File: src/rtl/fp16_pkg.sv
// rtl/fp16_pkg.sv - fp16 field widths, align FSM states and operand field helpers
package fp16_pkg;

    localparam int EXP_W         = 5;
    localparam int FRAC_W        = 10;
    localparam int MANT_W        = 11;
    localparam int SHIFT_CAP_DEF = 13;

    typedef enum logic [1:0] {
        IDLE,
        DIFF,
        SHIFT,
        DONE
    } state_t;

    // Denormals share the exponent of the smallest normal binade.
    function automatic logic [EXP_W-1:0] eff_exp(input logic [EXP_W-1:0] e);
        return (e == '0) ? EXP_W'(1) : e;
    endfunction

    function automatic logic [MANT_W-1:0] mant_of(input logic [EXP_W+FRAC_W-1:0] x);
        return {(x[EXP_W+FRAC_W-1:FRAC_W] != '0), x[FRAC_W-1:0]};
    endfunction

endpackage

File: src/rtl/exp_sub5.sv
// rtl/exp_sub5.sv - 5-bit carry-lookahead subtractor, diff = x + ~y + 1
module exp_sub5 (
    input  logic [4:0] x,
    input  logic [4:0] y,
    output logic [4:0] diff,
    output logic       borrow
);

    logic [4:0] p;
    logic [4:0] g;
    logic [5:0] c;

    always_comb begin
        p = x ^ ~y;
        g = x & ~y;
        c[0] = 1'b1;
        c[1] = g[0] | p[0];
        c[2] = g[1] | (p[1] & g[0]) | (p[1] & p[0]);
        c[3] = g[2] | (p[2] & g[1]) | (p[2] & p[1] & g[0]) | (p[2] & p[1] & p[0]);
        c[4] = g[3] | (p[3] & g[2]) | (p[3] & p[2] & g[1]) | (p[3] & p[2] & p[1] & g[0])
             | (p[3] & p[2] & p[1] & p[0]);
        c[5] = g[4] | (p[4] & g[3]) | (p[4] & p[3] & g[2]) | (p[4] & p[3] & p[2] & g[1])
             | (p[4] & p[3] & p[2] & p[1] & g[0]) | (p[4] & p[3] & p[2] & p[1] & p[0]);
        diff   = p ^ c[4:0];
        // No carry out of x + ~y + 1 means y > x.
        borrow = ~c[5];
    end

endmodule

File: src/rtl/exp_align_shifter.sv
// rtl/exp_align_shifter.sv - fp16 exponent compare and serial mantissa alignment shifter
module exp_align_shifter
    import fp16_pkg::*;
#(
    parameter int SHIFT_CAP = SHIFT_CAP_DEF
) (
    input  logic        clk,
    input  logic        rst,
    input  logic        in_valid,
    output logic        in_ready,
    input  logic [15:0] a,
    input  logic [15:0] b,
    output logic        out_valid,
    input  logic        out_ready,
    output logic [4:0]  exp_big,
    output logic [4:0]  exp_diff,
    output logic [10:0] mant_big,
    output logic [10:0] mant_small,
    output logic [2:0]  grs,
    output logic        swapped
);

    localparam logic [EXP_W-1:0] CAP = EXP_W'(SHIFT_CAP);

    state_t             state;
    state_t             state_nxt;
    logic [14:0]        a_q;
    logic [14:0]        b_q;
    logic [EXP_W-1:0]   ea;
    logic [EXP_W-1:0]   eb;
    logic [EXP_W-1:0]   d_ab;
    logic [EXP_W-1:0]   d_ba;
    logic               bor_ab;
    logic               bor_ba;
    logic               b_big;
    logic [EXP_W-1:0]   diff_sel;
    logic [EXP_W-1:0]   cnt;
    logic [EXP_W-1:0]   cnt_init;
    logic               unused_sign;

    assign unused_sign = a[15] ^ b[15];

    exp_sub5 u_sub_ab (
        .x      (ea),
        .y      (eb),
        .diff   (d_ab),
        .borrow (bor_ab)
    );

    exp_sub5 u_sub_ba (
        .x      (eb),
        .y      (ea),
        .diff   (d_ba),
        .borrow (bor_ba)
    );

    always_comb begin
        ea       = eff_exp(a_q[14:10]);
        eb       = eff_exp(b_q[14:10]);
        // Equal exponents borrow in neither direction, so a stays the big operand.
        b_big    = bor_ab & ~bor_ba;
        diff_sel = b_big ? d_ba : d_ab;
        cnt_init = (diff_sel > CAP) ? CAP : diff_sel;
    end

    always_ff @(posedge clk) begin
        if (rst) begin
            state <= IDLE;
        end else begin
            state <= state_nxt;
        end
    end

    always_comb begin
        state_nxt = state;
        in_ready  = 1'b0;
        out_valid = 1'b0;
        unique case (state)
            IDLE: begin
                in_ready = ~rst;
                if (in_valid) begin
                    state_nxt = DIFF;
                end
            end
            DIFF: begin
                state_nxt = (cnt_init == '0) ? DONE : SHIFT;
            end
            SHIFT: begin
                if (cnt == EXP_W'(1)) begin
                    state_nxt = DONE;
                end
            end
            DONE: begin
                out_valid = 1'b1;
                if (out_ready) begin
                    state_nxt = IDLE;
                end
            end
            default: state_nxt = IDLE;
        endcase
    end

    always_ff @(posedge clk) begin
        if (rst) begin
            a_q        <= '0;
            b_q        <= '0;
            cnt        <= '0;
            exp_big    <= '0;
            exp_diff   <= '0;
            mant_big   <= '0;
            mant_small <= '0;
            grs        <= '0;
            swapped    <= 1'b0;
        end else begin
            unique case (state)
                IDLE: begin
                    if (in_valid) begin
                        a_q <= a[14:0];
                        b_q <= b[14:0];
                    end
                end
                DIFF: begin
                    exp_big    <= b_big ? eb : ea;
                    exp_diff   <= diff_sel;
                    mant_big   <= b_big ? mant_of(b_q) : mant_of(a_q);
                    mant_small <= b_big ? mant_of(a_q) : mant_of(b_q);
                    grs        <= '0;
                    swapped    <= b_big;
                    cnt        <= cnt_init;
                end
                SHIFT: begin
                    mant_small <= mant_small >> 1;
                    grs        <= {mant_small[0], grs[2], grs[1] | grs[0]};
                    cnt        <= cnt - EXP_W'(1);
                end
                default: begin
                end
            endcase
        end
    end

endmodule

File: config.mk
export PLATFORM = sky130hd
export DESIGN_NAME = exp_align_shifter
export DESIGN_NICKNAME = d
export VERILOG_FILES = /design/src/rtl/fp16_pkg.sv /design/src/rtl/exp_sub5.sv /design/src/rtl/exp_align_shifter.sv
export SDC_FILE = /design/constraint.sdc
export NUM_CORES = 1
export LEC_CHECK = 0
export ABC_CLOCK_PERIOD_IN_PS = 4310
export CAP_MARGIN = 20
export CORE_ASPECT_RATIO = 0.5
export CORE_MARGIN = 1
export CORE_UTILIZATION = 45
export DETAILED_ROUTE_END_ITERATION = 8
export PLACE_DENSITY = 0.71
export SYNTH_ARGS = -nofsm -noshare
export SYNTH_HDL_FRONTEND = slang
export SYNTH_SLANG_ARGS = --single-unit
File: constraint.sdc
create_clock -name clk -period 4.31 [get_ports clk]
set_clock_uncertainty 0.15 [all_clocks]
set_input_delay 0.862 -clock clk [delete_from_list [all_inputs] [get_ports clk]]
set_output_delay 0.862 -clock clk [all_outputs]
set_load 0.02 [all_outputs]
# Yosys cells after proc, flatten, opt, wreduce, memory -nomap -nowiden
# Cells that the tools add are included.
op_classes:
  n_addsub: 1
  n_eq_ne: 7
  muxes: 17
  div: 0
  n_reduce_logical: 9
  n_lt_le_gt_ge: 1
  shift: 0
  mul: 0
  n_bitwise: 82
ops:
  columns: ["cell", "count"]
  rows:
  - ["bitwise AND 1 bit", 41]
  - ["bitwise OR 1 bit", 31]
  - ["2-to-1 mux 5 bit", 5]
  - ["2-to-1 mux 11 bit", 2]
  - ["case mux 11 bit (2 select lines)", 1]
  - ["bitwise XOR 5 bit", 4]
  - ["zero test 5 bit", 3]
  - ["bitwise AND 5 bit", 2]
  - ["inverter 5 bit", 2]
  - ["case mux 5 bit (2 select lines)", 1]
  - ["nonzero test 5 bit", 2]
  - ["case mux 2 bit (4 select lines)", 1]
  - ["2-to-1 mux 2 bit", 3]
  - ["!= test 2 bit (second input constant)", 3]
  - ["case mux 3 bit (2 select lines)", 1]
  - ["== test 5 x 1 -> 1 bit (second input constant)", 1]
  - ["greater-than comparator 5 x 4 -> 1 bit (second input constant)", 1]
  - ["subtractor 5 x 1 -> 5 bit (second input constant)", 1]
  - ["== test 2 bit (second input constant)", 2]
  - ["2-to-1 mux 1 bit", 3]
  - ["AND reduction 3 bit", 1]
  - ["== test 2 x 1 -> 1 bit (second input constant)", 1]
  - ["zero test 2 bit", 1]
  - ["inverter 1 bit", 2]
  - ["2 further kinds", 2]
word_totals:
  input_bits: 36
  out_inout_bits: 38
  ram_bits: 0
  n_memories: 0
  latch_bits: 0
  regBits: 73
  mem_bits_ro: 0
  word_cells: 127

# Depth between registers and ports, before layout
logic_depth:
  depth_word: 18
  ltp_mapped: 15
  depth_no_buf: 13

# By module
# A second synthesis with hierarchy kept.
unflattened:
  cells_unflattened: 467
  hier_area_um2: 3723.6
modules_own_cells:
  columns: ["mod", "instances", "seq_area_each_um2", "area_each_um2", "cells_per_inst"]
  rows:
  - ["exp_align_shifter", 1, 1461.4, 3308.2, 411]
  - ["exp_sub5", 2, 0.0, 207.7, 28]

# Least setup slack after synthesis
# OpenSTA, ideal clock, no wires.
synth_timing:
  path_kind: "register to register"
  startpoint: "reg a_q[12]"
  endpoint: "reg cnt[0]"
  arrival_time_ps: 2916
  t_required_ps: 4040
  stages_incl_launch_ff: 13
  n_path_buf: 1
  setup_ps: 120
  slack_ps: 1124
  period_less_slack_ps: 3186
  cell_sequence: "dfxtp_1 > clkbuf_1 > or4_1 > nor2_1 > nor2_1 > ha_1 > o21ai_1 > a21o_1 > a21oi_2 > a2111oi_4 > o32ai_2 > xor2_1 > o31a_1"
synth_via:
  elab_chain_cells: 15
  elab_cells_between_ends: 85
  cone_classes: "order compare (1); mux (4); bitwise (79); reduce/logical (1)"
synth_rtl:
  columns: ["element", "line_no", "rtl"]
  rows:
  - ["start, declared", "exp_align_shifter.sv:27", "logic [14:0] a_q;"]
  - ["start signal, assigned", "exp_align_shifter.sv:118", "a_q <= a[14:0];"]
  - ["zero test 5 bit", "fp16_pkg.sv:18", "return (e == '0) ? EXP_W'(1) : e;"]
  - ["2-to-1 mux 5 bit *", "fp16_pkg.sv:18", null]
  - ["bitwise XOR 5 bit, or another cell as far along", "exp_sub5.sv:14", "p = x ^ ~y;"]
  - ["bitwise AND 1 bit, or another cell as far along", "exp_sub5.sv:22", "c[5] = g[4] | (p[4] & g[3]) | (p[4] & p[3] & g[2]) | (p[4] & p[3] & p[2] & g[1])"]
  - ["bitwise OR 1 bit, or another cell as far along (3 in a row)", "exp_sub5.sv:22", null]
  - ["bitwise OR 1 bit, or another cell as far along", "exp_sub5.sv:23", "| (p[4] & p[3] & p[2] & p[1] & g[0]) | (p[4] & p[3] & p[2] & p[1] & p[0]);"]
  - ["bitwise OR 1 bit", "exp_sub5.sv:23", null]
  - ["inverter 1 bit or bitwise OR 1 bit (tied branches)", "exp_sub5.sv:26, exp_sub5.sv:23", null]
  - ["bitwise AND 1 bit", "exp_align_shifter.sv:61", "b_big = bor_ab & ~bor_ba;"]
  - ["2-to-1 mux 5 bit *", "exp_align_shifter.sv:62", "diff_sel = b_big ? d_ba : d_ab;"]
  - ["greater-than comparator 5 x 4 -> 1 bit", "exp_align_shifter.sv:63", "cnt_init = (diff_sel > CAP) ? CAP : diff_sel;"]
  - ["2-to-1 mux 5 bit *", "exp_align_shifter.sv:63", null]
  - ["case mux 5 bit (2 select lines) *", "exp_align_shifter.sv:115", "unique case (state)"]
  - ["end signal, assigned", "exp_align_shifter.sv:129", "cnt <= cnt_init;"]
  - ["end signal, assigned", "exp_align_shifter.sv:134", "cnt <= cnt - EXP_W'(1);"]
  - ["end, declared", "exp_align_shifter.sv:37", "logic [EXP_W-1:0] cnt;"]
# Mark *: on every way between the ends. The rest lies on a longest branch, timed or not.
# A chain may end at the register's enable or synchronous reset.

# Worst setup path in the final report
layout_timing:
  startpoint: "reg a_q[12]"
  endpoint: "reg exp_diff[4]"
layout_via:
  elab_chain_cells: 12
  elab_cells_between_ends: 58
  cone_classes: "mux (2); bitwise (55); reduce/logical (1)"
layout_rtl:
  columns: ["element", "line_no", "rtl"]
  rows:
  - ["zero test 5 bit", "fp16_pkg.sv:18", null]
  - ["2-to-1 mux 5 bit *", "fp16_pkg.sv:18", null]
  - ["bitwise XOR 5 bit, or another cell as far along", "exp_sub5.sv:14", null]
  - ["bitwise AND 1 bit, or another cell as far along", "exp_sub5.sv:22", null]
  - ["bitwise OR 1 bit, or another cell as far along (3 in a row)", "exp_sub5.sv:22", null]
  - ["bitwise OR 1 bit, or another cell as far along", "exp_sub5.sv:23", null]
  - ["bitwise OR 1 bit", "exp_sub5.sv:23", null]
  - ["inverter 1 bit or bitwise OR 1 bit (tied branches)", "exp_sub5.sv:26, exp_sub5.sv:23", null]
  - ["bitwise AND 1 bit", "exp_align_shifter.sv:61", null]
  - ["2-to-1 mux 5 bit *", "exp_align_shifter.sv:62", null]
  - ["end signal, assigned", "exp_align_shifter.sv:124", "exp_diff <= diff_sel;"]
  - ["end, declared", "exp_align_shifter.sv:16", "output logic [4:0] exp_diff,"]
# Marks and branches as above.

==> qor.yml <==
min_from: "b_q[4]"
syn_area_um2: 3790
rr_startpoint: "a_q[12]"
place_area_um2: 4520
relSlewSlack_pct: 37.0
path_clk_slew_ps: 50
dieArea_um2: 8820
synth_flop_cell: "dfxtp_1"
die_w_um: 132
min_path_type: "reg2reg"
critPathRequiredTime_ps: 4350
antenna_found_initial: 0
coreArea_um2: 8090
antenna_left: 0
cp.arrival_ps: 3590
nFillCells: 737
cts_resized: 0
cp_max_fo: 11
power_frac_comb_pct: 52.7
path_cells: "or4_1, nor2_1, nor2_1, ha_1, o21ai_1, a21o_1, a21oi_2, a2111oi_4, o32ai_2, xnor2_1, o22ai_1"
crit_family: "compound AO/OA/AOI/OAI gates"
die_h_um: 66.9
viasPerCell: 5.18
leakagePower_nw: 1.82
post-route-period-util_pct: 82.4
ioPinCount: 74
grt_pass1_vias: 2969
tightest_slew_ps: 945
clk_latency_ps: 340
n_antenna_cell: 0
hold_depth: 2
first_pass_iters: 4
grt_max_degree: 78
max-clock-path-buffers: 2
synthCells: 460
ys_types: 47
synth_edf_count: 0
power.total_mw: 3.50
hold_end: "b_q[4]"
rsz0062_at_grt: "no"
finalHoldViolations: 0
num_vias: 3255
synth_seq_area_share_pct: 38.5
clock_sinks: 73
switchingPower_mw: 1.49
setup_tns_ps: 0
pwr-share-clk_pct: 19.7
whs_ps: 318
synth_area_per_cell_um2: 8.25
h-tree-depth: 3
drc: 0
internal-power_mw: 2.01
cts_root_buffer: "clkbuf_16"
num_rows: 23
start_util_pct: 46.9
worstReg2RegEnd: "exp_diff[4]"
rr_worst_depth: 11
hpwl_um: 5810
drive_gt1_share_pct: 5.62
status: "finished clean"
seq_power_share_pct: 27.6
powerDensity_nw_per_um2: 728
ir_worst_vdd_uv: 301
area_delta_synth_final_pct: 26.8
criticalPathCategory: "reg2reg"
synth_nets: 513
yosys_warnings: 0
fin_nets: 564
cp_slowest_cell: "or4_1"
portBuffers: 71
avgRoutedWirePerCell_um: 13.9
drt-initial-drc-count: 235
switching_share_pct: 42.5
multi_input_area_um2: 2110
cts_tree: "yes"
setup_viol: 0
seqCellArea_um2: 1460
grt_pass1_wl_um: 14600
setup.worst_path.end_class: "flop"
startpoint_type: "flop"
period_needed_ps: 3550
drt-total-wl_um: 8750
synth-seq-cells: 73
cts_hold_buf: 0
cp_common_cell: "nor2_1"
maxCapViolations: 0
cp.depth: 11
critPathBufInv: 0
globalRouteOverflowTotal: 0
gr-usage-all-layers_pct: 21.3
timing.fmax_mhz: 281
cts_buffers: 9
reg2reg_slack_ps: 760
async_reset_ff_share_pct: 0
gp_congestion: 0.856
slowest_delay_ps: 510
post-cts-setup-buffers: 0
slew_viol_final: 0
design_area_um2: 4810
[worst reg2reg max path, cell delays in order (launching register included)]
cell and delay (ps):
dfxtp_1 440, or4_1 510, nor2_1 190, nor2_1 100, ha_1 410, o21ai_1 200
a21o_1 180, a21oi_2 140, a2111oi_4 350, o32ai_2 170, xnor2_1 420, o22ai_1 150
[kinds of logic (layout without fill, tap and decap cells)]
group                      count (synthesis)  count (layout)  share of synthesized area [%]
and+or+nand+nor                          167             167                           19.6
AOI/OAI and AO/OA                        110             110                           19.6
DFF                                       73              73                           38.5
buffers and inverters                     53             109                           5.97
muxes                                     32              32                           8.44
adders and majority gates                 18              18                           6.27
xor gates and xnor gates                   7               7                           1.62
[routing by layer]
metal	track usage (%)	part of all wire, %	wire, um	vias up
met3	4.95	3.7	325	8
met4	7.27	1.2	104	0
li1	-	-	-	1680
met2	34.7	46	4030	51
met1	27.8	49	4290	1516
met5	0	0	0	-
[flip-flops by register name, indices dropped and copies added, names as in the netlist]
signal      cells
exp_big         5
state           2
grs             3
b_q            15
mant_big       11
mant_small     11
cnt             5
exp_diff        5
a_q            15
swapped         1
[worst max path at each step]
stage	to	slack (ps)	startpoint
2_1_floorplan	cnt[0]	1120	a_q[12]
3_3_place_gp	exp_diff[4]	840	a_q[12]
3_5_place_dp	exp_diff[4]	810	a_q[12]
4_1_cts	exp_diff[4]	800	a_q[12]
5_1_grt	mant_small[1]	570	a_q[12]
6_report	exp_diff[4]	760	a_q[12]
[power groups by stage]
stage                     Clock, mW  Sequential, mW  Combinational (mW)
after floorplan                   0            1.07                1.23
after global placement            0           0.976                1.81
after detailed placement          0           0.978                1.83
after CTS                     0.705           0.966                1.83
after global routing          0.733           0.990                2.02
final                         0.690           0.965                1.85
[area by class of cell]
class | instances | area share [%]
Timing Repair Buffer | 76 | 15.9
Multi-Input combinational cell | 334 | 43.8
Sequential cell | 73 | 30.4
Clock inverter | 4 | 0.598
Inverter | 17 | 1.33
Clock buffer | 12 | 5.12
Tap cell | 112 | 2.91
[per-stage QoR]
| stage | utilization, % | instances | setup WS [ps] |
|---|---|---|---|
| floorplan | - | 460 | 1120 |
| global placement | 55.9 | 611 | 843 |
| detailed placement | 55.9 | 611 | 808 |
| CTS | 59.3 | 627 | 799 |
| global route | 59.5 | 628 | 569 |
| finish | 59.5 | 628 | 757 |
[cells in the final DEF, fill, tap and decap left out, types with 3 or more instances in the layout]
master,count
nand2_1,90
nand3_1,3
nor3b_1,10
nand2b_1,7
clkbuf_16,9
a31oi_1,3
o21ai_0,16
nor3_1,4
dfxtp_1,73
xor2_1,4
clkdlybuf4s50_1,70
ha_1,15
buf_4,3
mux2i_1,32
inv_1,17
a211oi_1,17
a21o_1,12
xnor2_1,3
nor2_1,40
a21oi_1,43
[synthesized netlist by cell type (2+ instances only)]
cell type | number | area, um^2
a2111oi_4 | 2 | 55.1
a211oi_1 | 17 | 128
a21o_1 | 12 | 90.1
a21oi_1 | 43 | 215
a311o_1 | 2 | 20.0
a311oi_1 | 2 | 17.5
a31oi_1 | 3 | 18.8
a32oi_1 | 2 | 17.5
and2_1 | 2 | 12.5
buf_1 | 4 | 15.0
buf_4 | 3 | 22.5
buf_6 | 2 | 22.5
clkbuf_1 | 26 | 97.6
dfxtp_1 | 73 | 1460
fa_1 | 2 | 40.0
ha_1 | 15 | 188
inv_1 | 17 | 63.8
mux2i_1 | 32 | 320
nand2_1 | 90 | 338
nand2b_1 | 7 | 43.8
nand3_1 | 3 | 15.0
nand4_1 | 2 | 12.5
nor2_1 | 40 | 150
nor3_1 | 4 | 20.0
nor3b_1 | 10 | 75.1
o21a_1 | 2 | 15.0
o21ai_0 | 16 | 80.1
o22ai_1 | 2 | 12.5
or3_1 | 2 | 12.5
xnor2_1 | 3 | 26.3
xor2_1 | 4 | 35.0
No activity file was read; power rests on OpenSTA's default activity.
